## config.mk

```make
export PLATFORM = sky130hd
export DESIGN_NAME = demux16_regbank
export DESIGN_NICKNAME = d
export VERILOG_FILES = /design/src/rtl/demux16_regbank.sv
export SDC_FILE = /design/constraint.sdc
export NUM_CORES = 1
export LEC_CHECK = 0
export CAP_MARGIN = 20
export CORE_ASPECT_RATIO = 1.25
export CORE_MARGIN = 2
export CORE_UTILIZATION = 50
export CTS_BUF_LIST = sky130_fd_sc_hd__clkbuf_8
export DETAILED_ROUTE_END_ITERATION = 16
export GPL_ROUTABILITY_DRIVEN = 0
export GPL_TIMING_DRIVEN = 0
export PLACE_DENSITY = 0.71
export SYNTH_ARGS = -nofsm -noshare
export SYNTH_HDL_FRONTEND = slang
export SYNTH_SLANG_ARGS = --single-unit
```

## constraint.sdc

```tcl
create_clock -name clk -period 5.7 [get_ports clk]
set_input_delay 0.855 -clock clk [delete_from_list [all_inputs] [get_ports clk]]
set_output_delay 0.855 -clock clk [all_outputs]
set_load 0.02 [all_outputs]
```

## src/rtl/demux16_regbank.sv

```systemverilog
// Sixteen-entry register bank fed through a one-deep staging register, with read forwarding.
// Latency: a write is accepted on one edge and committed on the next edge unless hold is high.
// Backpressure: wr_ready drops only while an entry is staged and hold freezes commits.
module demux16_regbank #(
    parameter int WIDTH = 16
) (
    input  logic             clk,
    input  logic             reset_n,
    input  logic             wr_valid,
    output logic             wr_ready,
    input  logic [3:0]       wr_addr,
    input  logic [WIDTH-1:0] wr_data,
    input  logic             hold,
    input  logic [3:0]       rd_addr,
    output logic [WIDTH-1:0] rd_data,
    output logic [15:0]      wr_strobe,
    output logic [7:0]       wr_count
);

    logic [WIDTH-1:0] regs_q [16];
    logic [WIDTH-1:0] regs_d [16];

    logic             stage_vld_q,  stage_vld_d;
    logic [3:0]       stage_addr_q, stage_addr_d;
    logic [WIDTH-1:0] stage_data_q, stage_data_d;
    logic [15:0]      strobe_q,     strobe_d;
    logic [7:0]       count_q,      count_d;

    logic accept;
    logic commit;

    // The staging slot is free either when empty or when it drains on this same edge.
    assign wr_ready = !stage_vld_q || !hold;
    assign accept   = wr_valid && wr_ready;
    assign commit   = stage_vld_q && !hold;

    always_comb begin
        for (int i = 0; i < 16; i++) begin
            regs_d[i] = regs_q[i];
        end
        stage_vld_d  = stage_vld_q;
        stage_addr_d = stage_addr_q;
        stage_data_d = stage_data_q;
        strobe_d     = 16'h0000;
        count_d      = count_q;

        if (commit) begin
            regs_d[stage_addr_q] = stage_data_q;
            strobe_d             = 16'h0001 << stage_addr_q;
            count_d              = count_q + 8'd1;
            stage_vld_d          = 1'b0;
        end

        // A new acceptance overrides the clear above, keeping the slot full.
        if (accept) begin
            stage_vld_d  = 1'b1;
            stage_addr_d = wr_addr;
            stage_data_d = wr_data;
        end
    end

    always_ff @(posedge clk or negedge reset_n) begin
        if (!reset_n) begin
            for (int i = 0; i < 16; i++) begin
                regs_q[i] <= '0;
            end
            stage_vld_q  <= 1'b0;
            stage_addr_q <= 4'd0;
            stage_data_q <= '0;
            strobe_q     <= 16'h0000;
            count_q      <= 8'd0;
        end else begin
            for (int i = 0; i < 16; i++) begin
                regs_q[i] <= regs_d[i];
            end
            stage_vld_q  <= stage_vld_d;
            stage_addr_q <= stage_addr_d;
            stage_data_q <= stage_data_d;
            strobe_q     <= strobe_d;
            count_q      <= count_d;
        end
    end

    // Forward the staged value so a read never sees data older than the last accepted write.
    always_comb begin
        rd_data = regs_q[rd_addr];
        if (stage_vld_q && (stage_addr_q == rd_addr)) begin
            rd_data = stage_data_q;
        end
    end

    assign wr_strobe = strobe_q;
    assign wr_count  = count_q;

endmodule

```

==> summary.md, run 1 <==
| Metric | Value |
|---|---|
| Xor-xnor portion of the synthesized cell area | 0.00708 |
| Hold_buf cts | 0 |
| Final critical path time including I/O delays and setup | 4.94 ns |
| Maximum fanout encountered on the critical timing path | 10 |
| Number of warnings reported in the yosys synthesis log | 0 |
| DRC viols | 0 |
| Library cell occupying the most area in the post-synthesis netlist | sky130_fd_sc_hd__dfrtp_1 |
| Sink count of the clock tree | 301 |
| Leading post-synthesis cells by instance count | sky130_fd_sc_hd__dfrtp_1 (301), sky130_fd_sc_hd__mux2_2 (289), sky130_fd_sc_hd__mux4_2 (64) |
| Core region area | 26800 um^2 |
| IR Drop Worst-Case VDD | 0.000251 V |
| Adder-cell area share of the yosys netlist | 0.000920 |
| Number of antenna-violating nets in the routed design | 0 |
| Clock transition at path regs | 0.06 ns |
| Required time reported for the critical path endpoint | 4.85 ns |
| Critical Path Sink Type | primary output |
| RSZ-0062 raised after global routing | no |
| Layout cell share with drive strength beyond 1 | 0.478 |
| Fraction of synthesized area in multiplexers | 0.384 |
| Count of buffers from port buffering | 65 |
| Initial antenna violation count | 0 |
| Number of levels the H-tree was split into | 2 |
| Clock tree skew after final layout | 0.0165 ns |
| Share of synthesized flip-flops with an asynchronous set or reset | 1.00 |
| Final routed wire length divided by cell count | 23.0 um |
| Top Ports | 69 |
| Floorplan die width | 152 um |
| Seq/Total Area, Yosys | 0.554 |
| Post-synthesis instance area | 13600 um^2 |
| Simple-gate share of the synthesized area | 0.0228 |
| Max Slew Vio Count | 0 |
| Post-Synthesis Net Count | 859 |
| Routed WL | 30.5 mm |
| Grt ovf | 0 |
| Main area contributors after synthesis | sky130_fd_sc_hd__dfrtp_1 (55%), sky130_fd_sc_hd__mux2_2 (24%), sky130_fd_sc_hd__mux4_2 (11%) |
| Clock buffers created by TritonCTS | 48 |
| Post-Layout Cell Count | 1325 |
| Post-Place Setup Slack | 0.754 ns |
| Worst Setup Start Kind | primary input |
| Compound-cell area share of the yosys netlist | 0 |
| Largest net degree at the start of global routing | 109 |
| Combinational family with the most area after synthesis | multiplexers |
| Area growth, synth to finish | 14.9% |
| Iter 0 DRT Violations | 391 |
| Final hold violation count | 0 |
| Top-area cell type share of the netlist area | 0.554 |
| Number of instances in the synthesized netlist | 830 |
| Most numerous cell in the Yosys netlist | sky130_fd_sc_hd__dfrtp_1 |
| Slew @ Worst Pin | 1.09 ns |
| Placed wire-length estimate | 20.1 mm |
| Clock tree from TritonCTS | done |
| Worst Hold Class | primary input to async pin |
| Power density relative to cell area | 471 nW/um^2 |
| Min setup slack post-route | 0.758 ns |
| Top FF cell, synth | sky130_fd_sc_hd__dfrtp_1 |
| Post-route core utilization | 0.583 |
| Overall power of the completed layout | 7370 uW |
| Root Buffer | sky130_fd_sc_hd__clkbuf_8 |
| Source-to-sink clock delay at the later pin of the worst-skew pair | 0.57 ns |
| Buffers from clock root to sink, at most | 3 |
| Initial core utilization | 0.507 |
| Number of setup buffers added after CTS | 0 |
| Die area | 28600 um^2 |
| Vias in the first global route | 8380 |
| EDFF count, synth | 0 |
| Number of placed instances with taps included | 1242 |
| Detail-routed via count per cell | 5.68 |
| Count of antenna diodes in the layout | 0 |
| Max-Slew Margin vs Limit | 0.275 |
| Die Height | 188 um |
| Count of final setup violators | 0 |
| PostCTS Resize Cnt | 0 |
| Arrival time of data at the critical path endpoint | 4.09 ns |
| Via count | 7523 |
| Total routing usage reported by global routing | 0.226 |
| Initial DRT Pass Iterations | 4 |
| Part of the cycle the worst path needs | 0.867 |
| Synth Register Bits | 301 |
| Mean cell area of the mapped netlist | 16.4 um^2 |
| Nets@finish | 976 |
| Status | completed |
| Final worst hold slack | 0.265 ns |
| Unique masters post-synth | 30 |
| Global-route wire length before repair | 48.2 mm |
| Max Clock Freq | 0.202 GHz |
| Number of cell rows | 67 |
| P_leak | 0.00711 uW |
| Critical path type | primary input to primary output |
| Maxcap violations | 0 |
-- critical path, stage by stage --
cell and delay [ns]:
sky130_fd_sc_hd__clkdlybuf4s50_1 0.49, sky130_fd_sc_hd__buf_2 0.30, sky130_fd_sc_hd__buf_1 0.74, sky130_fd_sc_hd__mux4_2 0.42
sky130_fd_sc_hd__mux2i_1 0.31, sky130_fd_sc_hd__mux2i_1 0.13, sky130_fd_sc_hd__mux2_2 0.27, sky130_fd_sc_hd__clkdlybuf4s50_1 0.55
-- worst paths after layout --
path	endpoint	startpoint	slack, ns	depth (start not counted)
max	rd_data[2]	rd_addr[3]	0.76	8
max reg2reg	regs_q[11]	stage_vld_q	3.43	5
min reg2reg	wr_count[7]	wr_count[7]	0.48	1
max in group asynchronous	wr_count[0]	reset_n	4.44	2
min	wr_strobe[0]	reset_n	0.27	1
min in group clk	wr_count[7]	wr_count[7]	0.48	1
-- cell type report --
| cell class | count | area [um^2] |
|---|---|---|
| multi-input cells | 457 | 5640 |
| plain buffers | 62 | 395 |
| clock buffers | 57 | 785 |
| clock inverters | 26 | 105 |
| repair buffers | 67 | 711 |
| well taps | 345 | 432 |
| flip-flops and latches | 301 | 7530 |
| inverters | 10 | 37.5 |
| fillers | 2182 | 11200 |
-- power breakdown --
group	switching [uW]	internal, uW	total, uW	leakage [uW]
Sequential	488	3050	3540	0.00379
Combinational	763	1340	2100	0.00278
Clock	828	900	1730	0.000545
Total	2080	5290	7370	0.00711
-- through the flow --
| step | cell area, um^2 | setup TNS (ns) |
|---|---|---|
| 6_report | 15600 | 0 |
| 3_5_place_dp | 14700 | 0 |
| 2_1_floorplan | 13600 | 0 |
| 5_1_grt | 15600 | 0 |
| 3_3_place_gp | 14700 | -2790.43 |
| 4_1_cts | 15600 | 0 |
-- routing by layer --
layer	global-route usage	wire length (um)	up-vias
met2	0.373	15300	173
met3	0.0397	1240	60
met4	0.0709	825	0
met5	0	0	-
li1	-	-	3292
met1	0.305	13100	3998
-- cells by family after synthesis --
kind of cell,Yosys count
fa+ha+maj,1
mux,404
flops,301
simple gates,41
buf+inv,72
xor+xnor,11
-- sequential cells by signal (all words and copies together) (netlist names) --
name,flops
regs_q,256
stage_data_q,16
wr_strobe,16
wr_count,8
stage_addr_q,4
stage_vld_q,1
-- cells in the final DEF (no fill, tap or decap), types with 3 or more instances in the layout --
cell	n
sky130_fd_sc_hd__nand3_1	4
sky130_fd_sc_hd__clkbuf_8	57
sky130_fd_sc_hd__mux2_2	289
sky130_fd_sc_hd__mux2_4	3
sky130_fd_sc_hd__nand2_1	7
sky130_fd_sc_hd__dfrtp_1	301
sky130_fd_sc_hd__buf_4	6
sky130_fd_sc_hd__clkdlybuf4s50_1	64
sky130_fd_sc_hd__xor2_1	5
sky130_fd_sc_hd__mux2i_1	48
sky130_fd_sc_hd__clkbuf_1	24
sky130_fd_sc_hd__nand2_2	9
sky130_fd_sc_hd__inv_1	33
sky130_fd_sc_hd__nor2b_1	5
sky130_fd_sc_hd__buf_1	5
sky130_fd_sc_hd__mux4_2	64
sky130_fd_sc_hd__xnor2_1	6
sky130_fd_sc_hd__buf_6	17
sky130_fd_sc_hd__buf_2	9
No activity file was read; power rests on OpenSTA's default activity.
==> run 2: changes to the inputs <==
==> constraint.sdc (replaced) <==
create_clock -name clk -period 5.7 [get_ports clk]
set_input_delay 0.855 -clock clk [delete_from_list [all_inputs] [get_ports clk]]
set_output_delay 0.855 -clock clk [all_outputs]
set_load 0.005 [all_outputs]
==> results of run 2 <==
The final DEF is identical to that of run 1. Status: completed.
Among the figures that moved: setup slack after placement 0.754 ns -> 0.845 ns; setup slack after layout 0.758 ns -> 0.847 ns; total power 7370 uW -> 7260 uW; worst IR drop on VDD 0.000251 V -> 0.000221 V
==> run 3: changes to the inputs <==
--- a/config.mk
+++ b/config.mk
@@ -11,7 +11,6 @@
 export CORE_UTILIZATION = 50
 export CTS_BUF_LIST = sky130_fd_sc_hd__clkbuf_8
 export DETAILED_ROUTE_END_ITERATION = 16
-export GPL_ROUTABILITY_DRIVEN = 0
 export GPL_TIMING_DRIVEN = 0
 export PLACE_DENSITY = 0.71
 export SYNTH_ARGS = -nofsm -noshare
==> results of run 3 <==
The final DEF is identical to that of run 1. Status: completed.
Among the figures that moved: setup slack after placement 0.754 ns -> 0.845 ns; setup slack after layout 0.758 ns -> 0.847 ns; total power 7370 uW -> 7260 uW; worst IR drop on VDD 0.000251 V -> 0.000221 V
